[config.mk]
export PLATFORM = sky130hd
export DESIGN_NAME = pipe_stage_reg
export DESIGN_NICKNAME = d
export VERILOG_FILES = /design/src/rtl/cpu_pipe_pkg.sv /design/src/rtl/pipe_sat_counter.sv /design/src/rtl/pipe_stage_reg.sv
export SDC_FILE = /design/constraint.sdc
export NUM_CORES = 1
export LEC_CHECK = 0
export CORE_AREA = 2 2 173 175
export DETAILED_ROUTE_END_ITERATION = 10
export DIE_AREA = 0 0 175 177
export MAX_ROUTING_LAYER = met4
export PLACE_DENSITY = 0.7
export SLEW_MARGIN = 30
export SYNTH_ARGS = -nofsm -noshare
export SYNTH_HDL_FRONTEND = slang
export SYNTH_HIERARCHICAL = 1
export SYNTH_SLANG_ARGS = --single-unit
[constraint.sdc]
create_clock -name clk -period 55.9 [get_ports clk]
set_input_delay 16.77 -clock clk [delete_from_list [all_inputs] [get_ports clk]]
set_output_delay 16.77 -clock clk [all_outputs]
set_load 0.03 [all_outputs]
[src/rtl/cpu_pipe_pkg.sv]
// Shared pipeline constants: stall vector layout, stop encoding, bubble defaults,
// per-stage payload widths and the per-edge update action of a stage register.
package cpu_pipe_pkg;

  localparam int unsigned STALL_W = 6;

  localparam int unsigned STALL_PC  = 0;
  localparam int unsigned STALL_IF  = 1;
  localparam int unsigned STALL_ID  = 2;
  localparam int unsigned STALL_EX  = 3;
  localparam int unsigned STALL_MEM = 4;
  localparam int unsigned STALL_WB  = 5;

  localparam logic STOP    = 1'b1;
  localparam logic NO_STOP = 1'b0;

  // Wide enough for any stage payload; instances slice the low DATA_W bits.
  localparam int unsigned  BUBBLE_MAX_W       = 1024;
  localparam logic [BUBBLE_MAX_W-1:0] DEFAULT_BUBBLE_VAL = '0;

  localparam int unsigned IF_ID_W  = 64;
  localparam int unsigned ID_EX_W  = 200;
  localparam int unsigned EX_MEM_W = 112;
  localparam int unsigned MEM_WB_W = 72;

  typedef enum logic [2:0] {
    UPD_RESET,
    UPD_FLUSH,
    UPD_HOLD,
    UPD_SKID,
    UPD_BUBBLE,
    UPD_LOAD
  } pipe_upd_e;

endpackage

[src/rtl/pipe_sat_counter.sv]
// Saturating up-counter with synchronous active-high reset; sticks at all-ones.
module pipe_sat_counter #(
  parameter int unsigned CNT_W = 16
) (
  input  logic             clk,
  input  logic             rst,
  input  logic             inc,
  output logic [CNT_W-1:0] cnt
);

  always_ff @(posedge clk) begin
    if (rst) begin
      cnt <= '0;
    end else if (inc && (cnt != '1)) begin
      cnt <= cnt + CNT_W'(1);
    end
  end

endmodule

[src/rtl/pipe_stage_reg.sv]
// Parametrised pipeline-stage register with sticky sideband, stall/flush, handshake
// and hold/bubble counters. Define PIPE_STAGE_SKID_EN for a 1-entry skid buffer.
module pipe_stage_reg #(
  parameter int unsigned       DATA_W     = 200,
  parameter int unsigned       STICKY_W   = 1,
  parameter int unsigned       STALL_W    = cpu_pipe_pkg::STALL_W,
  parameter int unsigned       STAGE      = cpu_pipe_pkg::STALL_EX,
  parameter logic [DATA_W-1:0] BUBBLE_VAL = cpu_pipe_pkg::DEFAULT_BUBBLE_VAL[DATA_W-1:0],
  parameter int unsigned       CNT_W      = 16
) (
  input  logic                clk,
  input  logic                rst,
  input  logic [STALL_W-1:0]  stall,
  input  logic                flush,
  input  logic                in_valid,
  output logic                in_ready,
  input  logic [DATA_W-1:0]   in_data,
  input  logic [STICKY_W-1:0] in_sticky,
  output logic                out_valid,
  input  logic                out_ready,
  output logic [DATA_W-1:0]   out_data,
  output logic [STICKY_W-1:0] out_sticky,
  output logic [CNT_W-1:0]    hold_cnt,
  output logic [CNT_W-1:0]    bubble_cnt
);

  cpu_pipe_pkg::pipe_upd_e upd;

  logic up_stall;
  logic dn_stall;
  logic hold;
  logic unused_stall;

  assign up_stall     = (stall[STAGE]   == cpu_pipe_pkg::STOP);
  assign dn_stall     = (stall[STAGE+1] == cpu_pipe_pkg::STOP);
  assign hold         = dn_stall || (out_valid && !out_ready);
  assign unused_stall = ^stall;

`ifdef PIPE_STAGE_SKID_EN
  logic                skid_valid;
  logic [DATA_W-1:0]   skid_data;
  logic [STICKY_W-1:0] skid_sticky;

  assign in_ready = !skid_valid;
`else
  assign in_ready = !rst && !flush && !hold && !up_stall;
`endif

  always_comb begin
    upd = cpu_pipe_pkg::UPD_LOAD;
    if (rst) begin
      upd = cpu_pipe_pkg::UPD_RESET;
    end else if (flush) begin
      upd = cpu_pipe_pkg::UPD_FLUSH;
    end else if (hold) begin
      upd = cpu_pipe_pkg::UPD_HOLD;
`ifdef PIPE_STAGE_SKID_EN
    end else if (skid_valid) begin
      upd = cpu_pipe_pkg::UPD_SKID;
`endif
    end else if (up_stall || !in_valid) begin
      upd = cpu_pipe_pkg::UPD_BUBBLE;
    end
  end

  // Sticky sideband is left untouched on bubbles; only reset/flush clear it.
  always_ff @(posedge clk) begin
    case (upd)
      cpu_pipe_pkg::UPD_RESET,
      cpu_pipe_pkg::UPD_FLUSH: begin
        out_valid  <= 1'b0;
        out_data   <= BUBBLE_VAL;
        out_sticky <= '0;
      end
      cpu_pipe_pkg::UPD_BUBBLE: begin
        out_valid <= 1'b0;
        out_data  <= BUBBLE_VAL;
      end
      cpu_pipe_pkg::UPD_LOAD: begin
        out_valid  <= 1'b1;
        out_data   <= in_data;
        out_sticky <= in_sticky;
      end
`ifdef PIPE_STAGE_SKID_EN
      cpu_pipe_pkg::UPD_SKID: begin
        out_valid  <= 1'b1;
        out_data   <= skid_data;
        out_sticky <= skid_sticky;
      end
`endif
      default: ;
    endcase
  end

`ifdef PIPE_STAGE_SKID_EN
  // A payload accepted while the stage holds is parked until the next free edge.
  always_ff @(posedge clk) begin
    if (upd == cpu_pipe_pkg::UPD_RESET || upd == cpu_pipe_pkg::UPD_FLUSH) begin
      skid_valid <= 1'b0;
    end else if (upd == cpu_pipe_pkg::UPD_HOLD && in_valid && !skid_valid) begin
      skid_valid <= 1'b1;
    end else if (upd == cpu_pipe_pkg::UPD_SKID) begin
      skid_valid <= 1'b0;
    end
  end

  always_ff @(posedge clk) begin
    if (upd == cpu_pipe_pkg::UPD_HOLD && in_valid && !skid_valid) begin
      skid_data   <= in_data;
      skid_sticky <= in_sticky;
    end
  end
`endif

  pipe_sat_counter #(.CNT_W(CNT_W)) u_hold_cnt (
    .clk (clk),
    .rst (rst),
    .inc (upd == cpu_pipe_pkg::UPD_HOLD),
    .cnt (hold_cnt)
  );

  pipe_sat_counter #(.CNT_W(CNT_W)) u_bubble_cnt (
    .clk (clk),
    .rst (rst),
    .inc ((upd == cpu_pipe_pkg::UPD_BUBBLE) && up_stall),
    .cnt (bubble_cnt)
  );

endmodule

==> metrics.md, run 1 <==
| Metric | Value |
|---|---|
| Reg power frac | `0.468` |
| Placed cells | `1,445` |
| Min Tclk post-route | `35.67 ns` |
| CTS tree | `done` |
| Fin crit share | `0.6380` |
| Commonest non-fill, non-tap cells in the layout | `441 x clkdlybuf4s50_1, 202 x edfxtp_1, 179 x nor4b_2, 32 x dfxtp_1, 27 x clkbuf_16` |
| Synth Area per Inst | `16.36 sq um` |
| Number of vias per cell | `5.207` |
| Worst r2r src | `out_valid` |
| Tot Pwr | `about 0.00042 W` |
| P per Cell Area | `25.54 nW/um^2` |
| RR Endpoint | `out_data[173]` |
| Vias | `7,779` |
| Setup_tns | `0 ns` |
| Post-Place Setup Slack | `20.24 ns` |
| First-pass iteration count of the detailed router | `4` |
| CP startpoint | `rst` |
| Synth cell types | `36` |
| Final Hold Viols | `0` |
| Root buf cell | `clkbuf_16` |
| First-pass GRT wire length | `~47 mm` |
| Cell mode on critical path | `clkdlybuf4s50_1` |
| Core box area | `29,240 sq um` |
| FILL cells | `approximately 2,400` |
| Final nets | `1,297` |
| Area grow syn2layout | `48.80%` |
| Setup Skew | `around 0.012 ns` |
| Setup Buffers After CTS | `0` |
| Die width | `175 um` |
| Largest net degree at the start of global routing | `127` |
| R2r worst-path depth | `4` |
| Hold WC Path Type | `reg -> reg` |
| Final Max Tran Viols | `0` |
| Clk pwr share | `0.391` |
| Slowest Stage Delay on Critical Path | `0.73 ns` |
| Design area | `around 17,000 sq um` |
| R2R Setup Slk | `around 53 ns` |
| GR Util All Layers | `0.2030` |
| Async S/R FF share, synth | `0` |
| Post-route ant nets | `0` |
| Final Setup Violations | `0` |
| Placer Congestion | `between 0.8 and 0.9` |
| Die Area | `between 30,000 and 40,000 sq um` |
| Violation count after the first detailed-route iteration | `approximately 650` |
| Die Y | `177 um` |
| IO Pins | `around 450` |
| Max-cap viol count | `0` |
| CP Launch Type | `input pin` |
| Clk pin slew, worst setup/hold paths | `0.06 ns` |
| Logic gate share of total power | `0.141` |
| Mapped Area | `between 10,000 and 15,000 sq um` |
| H-Tree Depth | `1` |
| Crit-path max FO | `36` |
| Slew @ Worst Pin | `1.007 ns` |
| Longest Clk Path Bufs | `3` |
| Clock sink count | `234` |
| Starting Density | `0.3805` |
| Post_cts resized | `0` |
| Pleak | `5.363 nW` |
| Post-synth EDFFs | `202` |
| Ys flop type | `edfxtp_1` |
| Worst-Skew Late Latency | `0.53 ns` |
| Vias in the first global route | `between 7,000 and 8,000` |
| Cell Rows | `63` |
| Fmax | `28.04 MHz` |
| Yosys reg bits | `234` |
| Yosys warns | `6` |
| Placement Cell Area | `15,720 sq um` |
| CTS Hold Bufs | `0` |
| Port Buf Inserts | `442` |
| WL per Instance | `21.75 um` |
| Crit-path slowest cell | `clkdlybuf4s50_1` |
| Share of cells above drive strength 1 | `0.2142` |
| Pint | `0.0003212 W` |
| Switching power total | `0.0001016 W` |
| Unrepaired setup endpoints after global routing | `false` |
| Initial antenna violation count | `2` |
| Worst slew margin | `0.3285` |
| Critical Path Sink | `in_ready` |
| Overflow after GRT | `0` |
| CTS buffer count | `26` |
| Register area share after synthesis | `0.6027` |
| Critical path endpoint category | `primary output` |
| Max VDD drop | `0.01894 mV` |
| Crit path cell chain | `clkdlybuf4s50_1, buf_4, nor2_1, nor4b_1, clkdlybuf4s50_1` |
| Hpwl dp | `21.79 mm` |
| Crit Path Category | `in -> out` |
| Drc violations | `0` |
| Commonest non-fill, non-tap cell in the layout | `clkdlybuf4s50_1` |
| CP arrival | `18.90 ns` |
| Final wirelength | `32.50 mm` |
| Sw frac | `0.2404` |
| Post-synthesis cell count | `between 600 and 700` |
| Critical Path RT | `roughly 40 ns` |
| Non-Filler Instances | `1,494` |
| Status | `finished clean` |
| Worst setup margin | `20.23 ns` |
| Post-Synthesis Net Count | `894` |
==> power groups by stage <==
stage | Combinational (W) | Sequential (W) | Clock [W]
after global placement | 0.0000600 | 0.000201 | 0
final | 0.0000598 | 0.000198 | 0.000165
after floorplan | 0.0000138 | 0.000220 | 0
after global routing | 0.0000622 | 0.000199 | 0.000176
after detailed placement | 0.0000599 | 0.000202 | 0
after CTS | 0.0000602 | 0.000198 | 0.000170
==> worst min-delay path by stage <==
| stage | startpoint | end | depth (start not counted) |
|---|---|---|---|
| finish | u_bubble_cnt/cnt[15] | u_bubble_cnt/cnt[15] | 2 |
| detailed placement | u_bubble_cnt/cnt[9] | u_bubble_cnt/cnt[9] | 2 |
| floorplan | u_bubble_cnt/cnt[12] | u_bubble_cnt/cnt[12] | 2 |
| CTS | u_bubble_cnt/cnt[9] | u_bubble_cnt/cnt[9] | 2 |
| global route | u_bubble_cnt/cnt[15] | u_bubble_cnt/cnt[15] | 2 |
| global placement | u_hold_cnt/cnt[9] | u_hold_cnt/cnt[9] | 2 |
==> layout make-up <==
class,instances,area [sq um],share of cell area
timing repair buffer,452,4548,0.2747
antenna,2,5.005,0.0003023
clock inverter,13,107.6,0.006498
sequential,234,6706,0.4050
multi-input combinational,362,3975,0.2401
tap,390,488.0,0.02947
inverter,7,26.28,0.001587
clock buffer,34,701.9,0.04239
==> sequential cells by signal (all words and copies together) (netlist names) <==
register / flops
u_bubble_cnt/cnt: 16
out_sticky: 1
out_data: 200
out_valid: 1
u_hold_cnt/cnt: 16
==> worst max-delay path, delay by kind of cell <==
family,cells,cell delay [ns]
buf+inv,3,1.39
simple gates,2,0.74
==> synth_stat cells (3+ instances only) <==
cell type,count,share of area
edfxtp_1,202,0.55
o21ai_0,9,0.0040
o21a_1,3,0.0020
o41ai_1,3,0.0024
xnor2_1,4,0.0031
nand2_1,12,0.0040
nor2_1,13,0.0044
o31ai_1,12,0.0081
nor4_1,4,0.0022
nor2b_1,5,0.0028
or3_1,6,0.0034
buf_6,20,0.020
nor4bb_1,3,0.0027
nor3_1,9,0.0040
nand3_1,12,0.0054
and4_1,6,0.0047
nor4b_2,179,0.24
buf_1,21,0.0071
nand4_1,6,0.0034
a21oi_1,20,0.0090
inv_1,7,0.0024
dfxtp_1,32,0.058
buf_2,8,0.0036
nor4b_1,23,0.018
or4_1,14,0.0094
clkbuf_1,28,0.0094
==> metrics by stage <==
step | hold slack (ns) | utilization
global placement | 0.5093 | 0.5375
CTS | 0.5350 | 0.5653
detailed placement | 0.5250 | 0.5376
finish | 0.5333 | 0.5662
global route | 0.5671 | 0.5662
floorplan | 0.6357 | -
==> cell families (layout without fill, tap and decap cells) <==
kind of cell               count (synthesis)  after routing  share of synthesized area
and+or+nand+nor                          303            303                     0.3183
DFF                                      234            234                     0.6027
other                                      0              2                          0
AOI/OAI and AO/OA                         49             49                    0.02710
xor gates and xnor gates                   4              4                   0.003148
muxes                                      4              4                   0.003823
buffers and inverters                     84            506                    0.04273
adders and majority gates                  2              2                   0.002248
==> metal layers <==
metal  GRT usage  share of wire
met2      0.3261           0.49
met1      0.2427           0.40
met3     0.05799          0.074
met5           -              0
met4     0.07882          0.037
Note: power is estimated with default switching activity, not from simulation.
==> run 2, diff against run 1 <==
--- a/config.mk
+++ b/config.mk
@@ -5,11 +5,11 @@
 export SDC_FILE = /design/constraint.sdc
 export NUM_CORES = 1
 export LEC_CHECK = 0
-export CORE_AREA = 2 2 173 175
+export CORE_AREA = 2 2 175 177
 export DETAILED_ROUTE_END_ITERATION = 10
-export DIE_AREA = 0 0 175 177
+export DIE_AREA = 0 0 177 179
 export MAX_ROUTING_LAYER = met4
-export PLACE_DENSITY = 0.7
+export PLACE_DENSITY = 0.72
 export SLEW_MARGIN = 30
 export SYNTH_ARGS = -nofsm -noshare
 export SYNTH_HDL_FRONTEND = slang
==> constraint.sdc (replaced) <==
create_clock -name clk -period 31.5 [get_ports clk]
set_input_delay 9.45 -clock clk [delete_from_list [all_inputs] [get_ports clk]]
set_output_delay 9.45 -clock clk [all_outputs]
set_load 0.03 [all_outputs]
==> run 2 against run 1 <==
Clock-buffer cell count is 3 lower. Total power up 77%. Non-clock buffer count is 1 higher. Global-route usage fell by 0.98 points. Clock power up 76%. Via count grew 0.77%. First-iteration DRC count shrank 13%. Worst hold slack lost 0.0015 ns. Worst setup slack lost 9.7 ns. Sequential power rose by 77%. Wire length shrank 1.4%. Largest cell class unchanged. Largest power group unchanged. Highest routed layer unchanged.
==> metrics.md, run 2 (synthesis gave the netlist of run 1 again) <==
| Metric | Value |
|---|---|
| Cell mode on critical path | `clkdlybuf4s50_1` |
| Port Buf Inserts | `442 (unchanged)` |
| CTS buffer count | `27 (+3.8%)` |
| WL per Instance | `21.32 um (-2.0%)` |
| Worst-Skew Late Latency | `0.54 ns (about the same)` |
| Number of vias per cell | `5.216 (+0.17%)` |
| Vias in the first global route | `7,514 (-0.70%)` |
| Crit-path max FO | `36 (unchanged)` |
| Fmax | `47.63 MHz` |
| Critical Path RT | `22.05 ns (-17.08 ns)` |
| Max VDD drop | `0.03676 mV (+94%)` |
| Die Y | `179 um (+1.1%)` |
| Unrepaired setup endpoints after global routing | `false` |
| Drc violations | `0 (unchanged)` |
| Slowest Stage Delay on Critical Path | `0.74 ns (about the same)` |
| Crit path cell chain | `clkdlybuf4s50_1, buf_4, nor2_1, nor4b_1, clkdlybuf4s50_1` |
| First-pass GRT wire length | `45.96 mm (-2.5%)` |
| Crit Path Category | `in -> out` |
| Hpwl dp | `21.91 mm (+0.57%)` |
| P per Cell Area | `45.18 nW/um^2 (+77%)` |
| Final Setup Violations | `0 (unchanged)` |
| Root buf cell | `clkbuf_16` |
| R2r worst-path depth | `6 (+2)` |
| CP arrival | `11.55 ns (-7.35 ns)` |
| DR top layer | `met4` |
| Hold WC Path Type | `reg -> reg` |
| Slew @ Worst Pin | `0.9807 ns (-0.02656 ns)` |
| Worst slew margin | `0.3462 (+0.01770)` |
| Cell Rows | `64 (+1.6%)` |
| DR WL met2 | `16.20 mm (+1.5%)` |
| Final Max Tran Viols | `0 (unchanged)` |
| Multi-input logic area | `3969 sq um (-0.16%)` |
| H-Tree Depth | `1 (unchanged)` |
| Commonest non-fill, non-tap cells in the layout | `441 x clkdlybuf4s50_1, 202 x edfxtp_1, 179 x nor4b_2, 32 x dfxtp_1, 27 x clkbuf_16` |
| Final nets | `1,299 (+0.15%)` |
| Overflow after GRT | `0 (unchanged)` |
| Longest Clk Path Bufs | `3 (unchanged)` |
| Post-route ant nets | `0 (unchanged)` |
| Share of cells above drive strength 1 | `0.2161 (+0.001938)` |
| Vias | `7,839 (+0.77%)` |
| Hold Path Depth | `2 (unchanged)` |
| Starting Density | `0.3706 (-0.009941)` |
| Metal3 WL | `2.834 mm (+17%)` |
| CTS tree | `done` |
| Violation count after the first detailed-route iteration | `559 (-13%)` |
| Placer Congestion | `0.8156 (+1.6%)` |
| CP Launch Type | `input pin` |
| Setup Buffers After CTS | `0 (unchanged)` |
| Post_cts resized | `0 (unchanged)` |
| Core box area | `30,030 sq um (+2.7%)` |
| Die width | `177 um (+1.1%)` |
| Clk pin slew, worst setup/hold paths | `0.06 ns (about the same)` |
| IO Pins | `447 (unchanged)` |
| Final wirelength | `32.04 mm (-1.4%)` |
| Post-Place Setup Slack | `10.47 ns (-9.765 ns)` |
| Largest net degree at the start of global routing | `143 (+13%)` |
| Commonest non-fill, non-tap cell in the layout | `clkdlybuf4s50_1` |
| Worst r2r src | `out_valid` |
| Area grow syn2layout | `48.70% (about the same)` |
| Setup Skew | `0.01327 ns (+0.001278 ns)` |
| FILL cells | `2,478 (+2.7%)` |
| Clock sink count | `234 (unchanged)` |
| First-pass iteration count of the detailed router | `4 (unchanged)` |
| Final Hold Viols | `0 (unchanged)` |
| Hold_sp | `u_hold_cnt/cnt[1]` |
| Max-cap viol count | `0 (unchanged)` |
| GR Util All Layers | `0.1932 (-0.009794)` |
| Status | `finished clean` |
| Setup_tns | `0 ns (unchanged)` |
| Crit-path slowest cell | `clkdlybuf4s50_1` |
| Initial antenna violation count | `1 (-1)` |
| CTS Hold Bufs | `0 (unchanged)` |
| Fin crit share | `0.6666` |
| CP startpoint | `rst` |
| Min Tclk post-route | `around 21 ns` |
| Critical path endpoint category | `primary output` |
| Max reg flops | `200 (unchanged)` |
| R2R Setup Slk | `28.43 ns (-24.38 ns)` |
| Die Area | `31,680 sq um (+2.3%)` |
| Pleak | `5.357 nW (-0.13%)` |
| Largest register by flop count | `out_data` |
| Worst setup margin | `10.50 ns (-9.732 ns)` |
| Metal-1 WL | `12.39 mm (-4.0%)` |
| Top Registers | `out_data (200), u_bubble_cnt/cnt (16), u_hold_cnt/cnt (16)` |
| Register area | `6706 sq um (unchanged)` |
==> run 2: layout make-up <==
cell class | count | share of cell area
antenna | 1 | 0.0001512
clock buffer | 31 | 0.04174
clock inverter | 19 | 0.007108
inverter | 7 | 0.001588
multi-input combinational | 362 | 0.2398
sequential | 234 | 0.4053
tap | 396 | 0.02994
timing repair buffer | 453 | 0.2743
==> run 2: routing by layer <==
| metal | track usage | vias to the layer above |
|---|---|---|
| met4 | 0.04718 | 0 |
| met3 | 0.05004 | 45 |
| li1 | - | 3600 |
| met5 | - | - |
| met1 | 0.2375 | 3875 |
| met2 | 0.3187 | 319 |
==> run 2: path summary, 6_finish.rpt <==
path	endpoint
min	u_hold_cnt/cnt[1]
min reg2reg	u_hold_cnt/cnt[1]
max	in_ready
max reg2reg	u_bubble_cnt/cnt[11]
==> run 2: report_power, final <==
part,leakage (nW),internal [W],total (W),switching [W]
Sequential,2.60,0.000348,0.000351,0.00000352
Clock,0.394,0.000165,0.000291,0.000126
Combinational,2.36,0.0000501,0.000105,0.0000554
Total,5.36,0.000562,0.000748,0.000185
==> run 2: worst max-delay path: cells and delay by family <==
family	cells	cell delay [ns]
buffers and inverters	3	1.38
AND/OR/NAND/NOR	2	0.70
==> run 2: per-stage QoR <==
step	util	hold WS, ns	area [sq um]	instances	power (W)
2_1_floorplan	-	0.6357	11130	680	0.0004146
4_1_cts	0.5507	0.5345	16540	1502	0.0007570
5_1_grt	0.5510	0.5785	16550	1503	0.0007731
3_5_place_dp	0.5238	0.5228	15730	1452	0.0004638
6_report	0.5510	0.5319	16550	1503	0.0007476
3_3_place_gp	0.5235	0.5045	15720	1452	0.0004630
